**config.mk**
```make
export PLATFORM = sky130hd
export DESIGN_NAME = dmem_arbiter
export DESIGN_NICKNAME = d
export VERILOG_FILES = /design/src/rtl/dmem_arbiter.sv
export SDC_FILE = /design/constraint.sdc
export NUM_CORES = 1
export LEC_CHECK = 0
export CELL_PAD_IN_SITES_DETAIL_PLACEMENT = 1
export CELL_PAD_IN_SITES_GLOBAL_PLACEMENT = 2
export CORE_MARGIN = 8
export CORE_UTILIZATION = 25
export DETAILED_ROUTE_END_ITERATION = 10
export GPL_ROUTABILITY_DRIVEN = 0
export PLACE_DENSITY = 0.88
export RECOVER_POWER = 100
export SLEW_MARGIN = 20
export SYNTH_ARGS = -nofsm -noshare
export SYNTH_HDL_FRONTEND = slang
export SYNTH_SLANG_ARGS = --single-unit
```
**constraint.sdc**
```tcl
create_clock -name clk -period 5.49 [get_ports clk]
set_input_delay 1.098 -clock clk [delete_from_list [all_inputs] [get_ports clk]]
set_output_delay 1.098 -clock clk [all_outputs]
set_load 0.005 [all_outputs]
```
**src/rtl/dmem_arbiter.sv**
```systemverilog
// Data-memory port arbiter: the CPU MEM stage has default priority; the external
// requester gets a bounded wait and an optional locked burst of up to MAX_BURST accesses.
module dmem_arbiter #(
  parameter int unsigned AW        = 8,
  parameter int unsigned DW        = 8,
  parameter int unsigned MAX_WAIT  = 4,
  parameter int unsigned MAX_BURST = 4
) (
  input  logic          clk,
  input  logic          rst,
  input  logic          cpu_req,
  input  logic          cpu_wr,
  input  logic [AW-1:0] cpu_addr,
  input  logic [DW-1:0] cpu_wdata,
  output logic [DW-1:0] cpu_rdata,
  output logic          cpu_stall,
  input  logic          ext_req,
  input  logic          ext_wr,
  input  logic          ext_lock,
  input  logic [AW-1:0] ext_addr,
  input  logic [DW-1:0] ext_wdata,
  output logic          ext_gnt,
  output logic          ext_rvalid,
  output logic [DW-1:0] ext_rdata,
  output logic          mem_we,
  output logic [AW-1:0] mem_addr,
  output logic [DW-1:0] mem_wdata,
  input  logic [DW-1:0] mem_rdata,
  output logic [15:0]   stall_cnt
);

  localparam int unsigned WCW = $clog2(MAX_WAIT + 1);
  localparam int unsigned BCW = $clog2(MAX_BURST + 1);

  localparam logic [0:0] CPU_OWN = 1'b0;
  localparam logic [0:0] EXT_OWN = 1'b1;

  logic [0:0]     r_state;
  logic [0:0]     w_state_nxt;
  logic [WCW-1:0] r_wait_cnt;
  logic [WCW-1:0] w_wait_nxt;
  logic [BCW-1:0] r_burst_cnt;
  logic [BCW-1:0] w_burst_nxt;
  logic           r_ext_rvalid;
  logic [DW-1:0]  r_ext_rdata;
  logic [15:0]    r_stall_cnt;
  logic           w_gnt;

  // Grant decision; nothing is granted while reset is held
  always_comb begin
    w_gnt = 1'b0;
    if (!rst) begin
      if (r_state == CPU_OWN)
        w_gnt = ext_req & (~cpu_req | (r_wait_cnt == WCW'(MAX_WAIT)));
      else
        w_gnt = ext_req & (~cpu_req | (r_burst_cnt < BCW'(MAX_BURST)));
    end
  end

  // Next state and counters
  always_comb begin
    w_state_nxt = r_state;
    w_wait_nxt  = r_wait_cnt;
    w_burst_nxt = r_burst_cnt;

    if (~ext_req | w_gnt)
      w_wait_nxt = '0;
    else if (r_wait_cnt != WCW'(MAX_WAIT))
      w_wait_nxt = r_wait_cnt + WCW'(1);

    case (r_state)
      CPU_OWN: begin
        if (w_gnt & ext_lock) begin
          w_state_nxt = EXT_OWN;
          w_burst_nxt = BCW'(1);
        end else begin
          w_burst_nxt = '0;
        end
      end
      EXT_OWN: begin
        if (w_gnt & ext_lock) begin
          if (r_burst_cnt != BCW'(MAX_BURST))
            w_burst_nxt = r_burst_cnt + BCW'(1);
        end else begin
          w_state_nxt = CPU_OWN;
          w_burst_nxt = '0;
          // burst exhausted while the CPU contends: the refused cycle counts as the first wait
          if (ext_req & ~w_gnt)
            w_wait_nxt = WCW'(1);
        end
      end
      default: begin
        w_state_nxt = CPU_OWN;
        w_burst_nxt = '0;
      end
    endcase
  end

  always_ff @(posedge clk or posedge rst) begin
    if (rst) begin
      r_state      <= CPU_OWN;
      r_wait_cnt   <= '0;
      r_burst_cnt  <= '0;
      r_ext_rvalid <= 1'b0;
      r_ext_rdata  <= '0;
      r_stall_cnt  <= '0;
    end else begin
      r_state      <= w_state_nxt;
      r_wait_cnt   <= w_wait_nxt;
      r_burst_cnt  <= w_burst_nxt;
      r_ext_rvalid <= w_gnt & ~ext_wr;
      if (w_gnt & ~ext_wr)
        r_ext_rdata <= mem_rdata;
      if (cpu_req & w_gnt & (r_stall_cnt != 16'hFFFF))
        r_stall_cnt <= r_stall_cnt + 16'd1;
    end
  end

  // Memory port mux
  always_comb begin
    mem_addr  = cpu_addr;
    mem_wdata = cpu_wdata;
    mem_we    = 1'b0;
    if (w_gnt) begin
      mem_addr  = ext_addr;
      mem_wdata = ext_wdata;
      mem_we    = ext_wr;
    end else if (!rst) begin
      mem_we    = cpu_req & cpu_wr;
    end
  end

  assign ext_gnt    = w_gnt;
  assign cpu_stall  = cpu_req & w_gnt;
  assign cpu_rdata  = mem_rdata;
  assign ext_rvalid = r_ext_rvalid;
  assign ext_rdata  = r_ext_rdata;
  assign stall_cnt  = r_stall_cnt;

endmodule

```
; Yosys cells after proc, flatten, opt, wreduce, memory -nomap -nowiden
; Index checks and enable logic that the tools add are counted.
[classes]
n_mux = 16
n_bitwise = 16
n_eq_ne = 5
n_addsub = 3
n_lt_le_gt_ge = 1
[ops]
columns = cell, count
row1 = two-way mux 3 bit, 7
row2 = adder 16 x 1 -> 16 bit (second input constant), 1
row3 = two-way mux 8 bit, 2
row4 = inequality test 16 bit (second input constant), 1
row5 = AND 1 bit, 8
row6 = adder 3 x 1 -> 3 bit (second input constant), 2
row7 = two-way mux 1 bit, 6
row8 = inequality test 3 bit (second input constant), 2
row9 = one-hot mux 3 bit (2 select lines), 1
row10 = inverter 1 bit, 5
row11 = equality test 3 bit (second input constant), 1
row12 = less-than comparator 3 bit (second input constant), 1
row13 = inequality test 3 x 2 -> 1 bit (second input constant), 1
row14 = bitwise OR 1 bit, 3
[word_totals]
out_inout_bits = 52
word_cells = 47
input_bits = 47
ff_bits = 32

; Logic depth before layout (Yosys ltp)
[logic_depth]
depth_word = 10
depth_mapped = 7

; Worst setup path after synthesis
; No wires, ideal clock.
[synth_timing]
kind = input to output
from = in rst
to = out mem_we
setup_slack_ns = 2.267
required_time_ns = 4.392
stages = 3
arrival_time_ns = 2.125
path_buffers = 0
cell_sequence = inv_1 -> nand3_1 -> o21ai_0
[synth_via]
elab_chain_len = 2
[synth_lines]
columns = element, line_no
row1 = start: declaration, 10  ; input logic rst,
row2 = two-way mux 1 bit (on tied branches), "128, 52"
row3 = two-way mux 1 bit *, 124  ; if (w_gnt) begin
row4 = end: declaration, 25  ; output logic mem_we,
; Mark *: on every way between the ends. The rest lies on a longest branch, timed or not.

; Final worst setup path
[layout_timing]
from = in ext_req
to = out mem_wdata[2]
[layout_via]
elab_chain_len = 4
[layout_lines]
columns = element, line_no
row1 = start: declaration, 17  ; input logic ext_req,
row2 = AND 1 bit (on tied branches), "54, 56"
row3 = two-way mux 1 bit *, 53  ; if (r_state == CPU_OWN)
row4 = two-way mux 1 bit *, 52  ; if (!rst) begin
row5 = two-way mux 8 bit *, 124
row6 = end: declaration, 27  ; output logic [DW-1:0] mem_wdata,
; Marks and branches as above.

==> metrics.txt <==
Max clock buf depth=2; NumNets Final=310; DRT Wirelength=roughly 5700 microns; largest area contributor in the netlist=dfrtp_1; 1st-pass router iterations=4; via count=approximately 1,600; Ant. Diodes=0; Cells after Synth=~160; post-DP HPWL=4524 microns; Root Buffer=clkbuf_8; Final Hold Viols=0; wire per inst=15.90 microns; DIE WIDTH=just over 100 microns; CP required=4.39 ns; hold_buf cts=0; Worst slew margin=-0.1905; Reg clk slew, reported paths=around 0.070 ns; max-cap violations=1; maximum VDD drop=slightly below 0.08 mV; vias in the first global route=~1,700; Internal=between 0.4 and 0.5 mW; CTS tree=yes; grt ovf=0; CP delay by family, top=buffers and inverters; synth top area cells=dfrtp_1 (43%), mux2_2 (16%), xnor2_1 (4.3%), buf_4 (3.6%), ha_1 (3.4%); share of cells above drive strength 1=0.1544; Post-DP Area=0.002882 sq mm; Achievable Freq=0.2269 GHz; cts bufs inserted=5; DR iter-0 viols=28; Hold Path Class=reg -> reg; Worst Skew=about 0.0044 ns; commonest cells after routing, fill and taps aside=dlygate4sd3_1 (54), clkdlybuf4s50_1 (44), dfrtp_1 (32), mux2_2 (26), nand3_1 (10); Static Leakage=around 1.3 nW; CP arrival=about 3.3 ns; Netlist Area Pre-Place=~0.0019 sq mm; Post-CTS Setup Bufs=0; # fillers=822; Syn. warnings=0; largest net degree at the start of global routing=33; Min Clock Period, post-route=between 4 and 5 ns; Clk network pwr share=0.307; PortBufs=around 100; DR DRC count=0; Max Slew Vio Count=33; failing checks=max-capacitance violations, max-slew violations; share of power burned in registers=0.447; crit path cell chain=dlygate4sd3_1, inv_1, a311oi_4, buf_4, mux2_2, dlygate4sd3_1; first-pass GRT wire length=roughly 9000 microns; Die Area=0.01042 sq mm; measured slew at the worst slew-check pin=1.786 ns; Row Count=31; initial antenna violation count=0; RSZ-0062 raised after global routing=false; Sw Ratio=0.2539; CP Launch Type=input pin; most used cell, CP=dlygate4sd3_1; Die Y-Extent=between 100 and 150 microns; top cell type's share of synthesized area=0.4324; CTS H-tree lvls=2; Ports=around 100; ANT nets after route=0; Syn Nets=roughly 210; later-pin clock latency in the skew report=slightly below 0.3 ns; CP Class=in -> out; Buf/Inv on CP=4; Crit path largest cell delay=0.60 ns; Seq/Total Area, Yosys=0.4324; Net Switching=0.1574 mW; Min Hold Slack=0.4949 ns; Layout area overhead=59.32%; kind of capture point of the worst setup path=output port; core area=0.007214 sq mm; Sinks on Clock Net=32; power per cell area=between 200 and 250 mW/mm^2; most common cell after layout, fill and taps aside=dlygate4sd3_1; Fin Setup TNS=0 ns; Placed Instances=350; fin crit share=0.8027; Mapped Avg Cell Area=11.43 sq um; status=complete, but fails checks; fin cells=between 300 and 400; gr usage total=0.1107; Avg Vias per Cell=approximately 4.5; Final setup viols=0; initial core utilization=0.2567; Synth cell types=34; critical path's slowest cell=dlygate4sd3_1; logic gate share of total power=0.246; flops & latches, synth=32; post-CTS resize count=0; Layout Cell Area excl Fill=~0.0030 sq mm; worst-path maximum fanout=23
==> through the flow <==
stage / power, mW / util / setup slack [ns]
final: 0.6198 / 0.4089 / 1.083
after global placement: 0.4493 / 0.3994 / 1.332
after global routing: 0.6570 / 0.4089 / 0.9853
after detailed placement: 0.4555 / 0.3994 / 1.257
after floorplan: 0.3399 / - / 2.267
after CTS: 0.6498 / 0.4122 / 1.246
==> power groups by stage <==
stage	clock, mW	combinational [mW]	sequential (mW)
after floorplan	0	0.0567	0.283
after global placement	0	0.167	0.282
after detailed placement	0	0.172	0.284
after CTS	0.199	0.172	0.279
after global routing	0.208	0.167	0.282
final	0.190	0.152	0.277
==> per-layer routing <==
metal | vias up | GRT usage | part of all wire
met5 | - | 0 | 0
met1 | 759 | 0.1363 | 0.45
met4 | 0 | 0.03725 | 0.011
met3 | 7 | 0.03270 | 0.083
met2 | 67 | 0.1799 | 0.46
li1 | 762 | - | -
==> worst register-to-register path, stage by stage (launching register included) <==
cell	delay, ns
dfrtp_1	0.38
inv_1	0.09
ha_1	0.24
nand3b_4	0.11
a311oi_4	0.28
buf_4	0.31
and2b_1	0.42
mux2_2	0.39
==> path summary, 6_finish.rpt <==
check | from | to | slack [ns] | depth (start not counted)
min in group asynchronous | rst | r_burst_cnt[2] | 2.00 | 3
max in group asynchronous | rst | stall_cnt[1] | 2.46 | 3
hold / removal | stall_cnt[12] | stall_cnt[12] | 0.49 | 1
setup reg to reg | r_wait_cnt[0] | ext_rdata[0] | 3.17 | 7
setup / recovery | ext_req | mem_wdata[2] | 1.08 | 6
hold reg to reg | stall_cnt[12] | stall_cnt[12] | 0.49 | 1
==> cells by family after synthesis <==
logic type,share of synthesized area
compound gates,0.08581
mux,0.1581
xor+xnor,0.07568
fa+ha+maj,0.03378
flops,0.4324
buf+inv,0.06486
simple gates,0.1493
==> flip-flops by register name, summed over array words and instances, names as in the netlist <==
register / count
stall_cnt: 16
ext_rdata: 8
r_burst_cnt: 3
r_wait_cnt: 3
ext_rvalid: 1
r_state: 1
==> synthesized netlist by cell type <==
cell type and count:
a211oi_1 2, dfrtp_1 32, nor2_1 6, or2_2 1
o211ai_1 2, nand4_2 1, buf_4 9, a21boi_0 1
xnor2_1 9, ha_1 5, o2111ai_1 2, nor3b_1 1
a21o_4 1, and2b_1 1, and3_1 5, nand2b_1 2
a211oi_2 1, mux2_2 26, nand2_1 9, nand3_1 10
xor2_1 7, nor3_1 3, a21oi_1 2, buf_6 2
a311oi_4 1, a2111oi_2 2, nand3b_4 1, o21ai_0 2
inv_1 7, nand4_1 3, clkinv_1 1, and2_1 1
nor4b_1 2, nand3b_1 2
==> final cells by class <==
type,count,area (sq um),share of cell area
well taps,99,123.9,0.04198
repair buffers,100,992.2,0.3363
clock buffers,6,82.58,0.02799
flip-flops and latches,32,800.8,0.2714
inverters,8,30.03,0.01018
clock inverters,2,10.01,0.003393
multi-input cells,111,910.9,0.3087
Power figures use the tool's default switching activity.
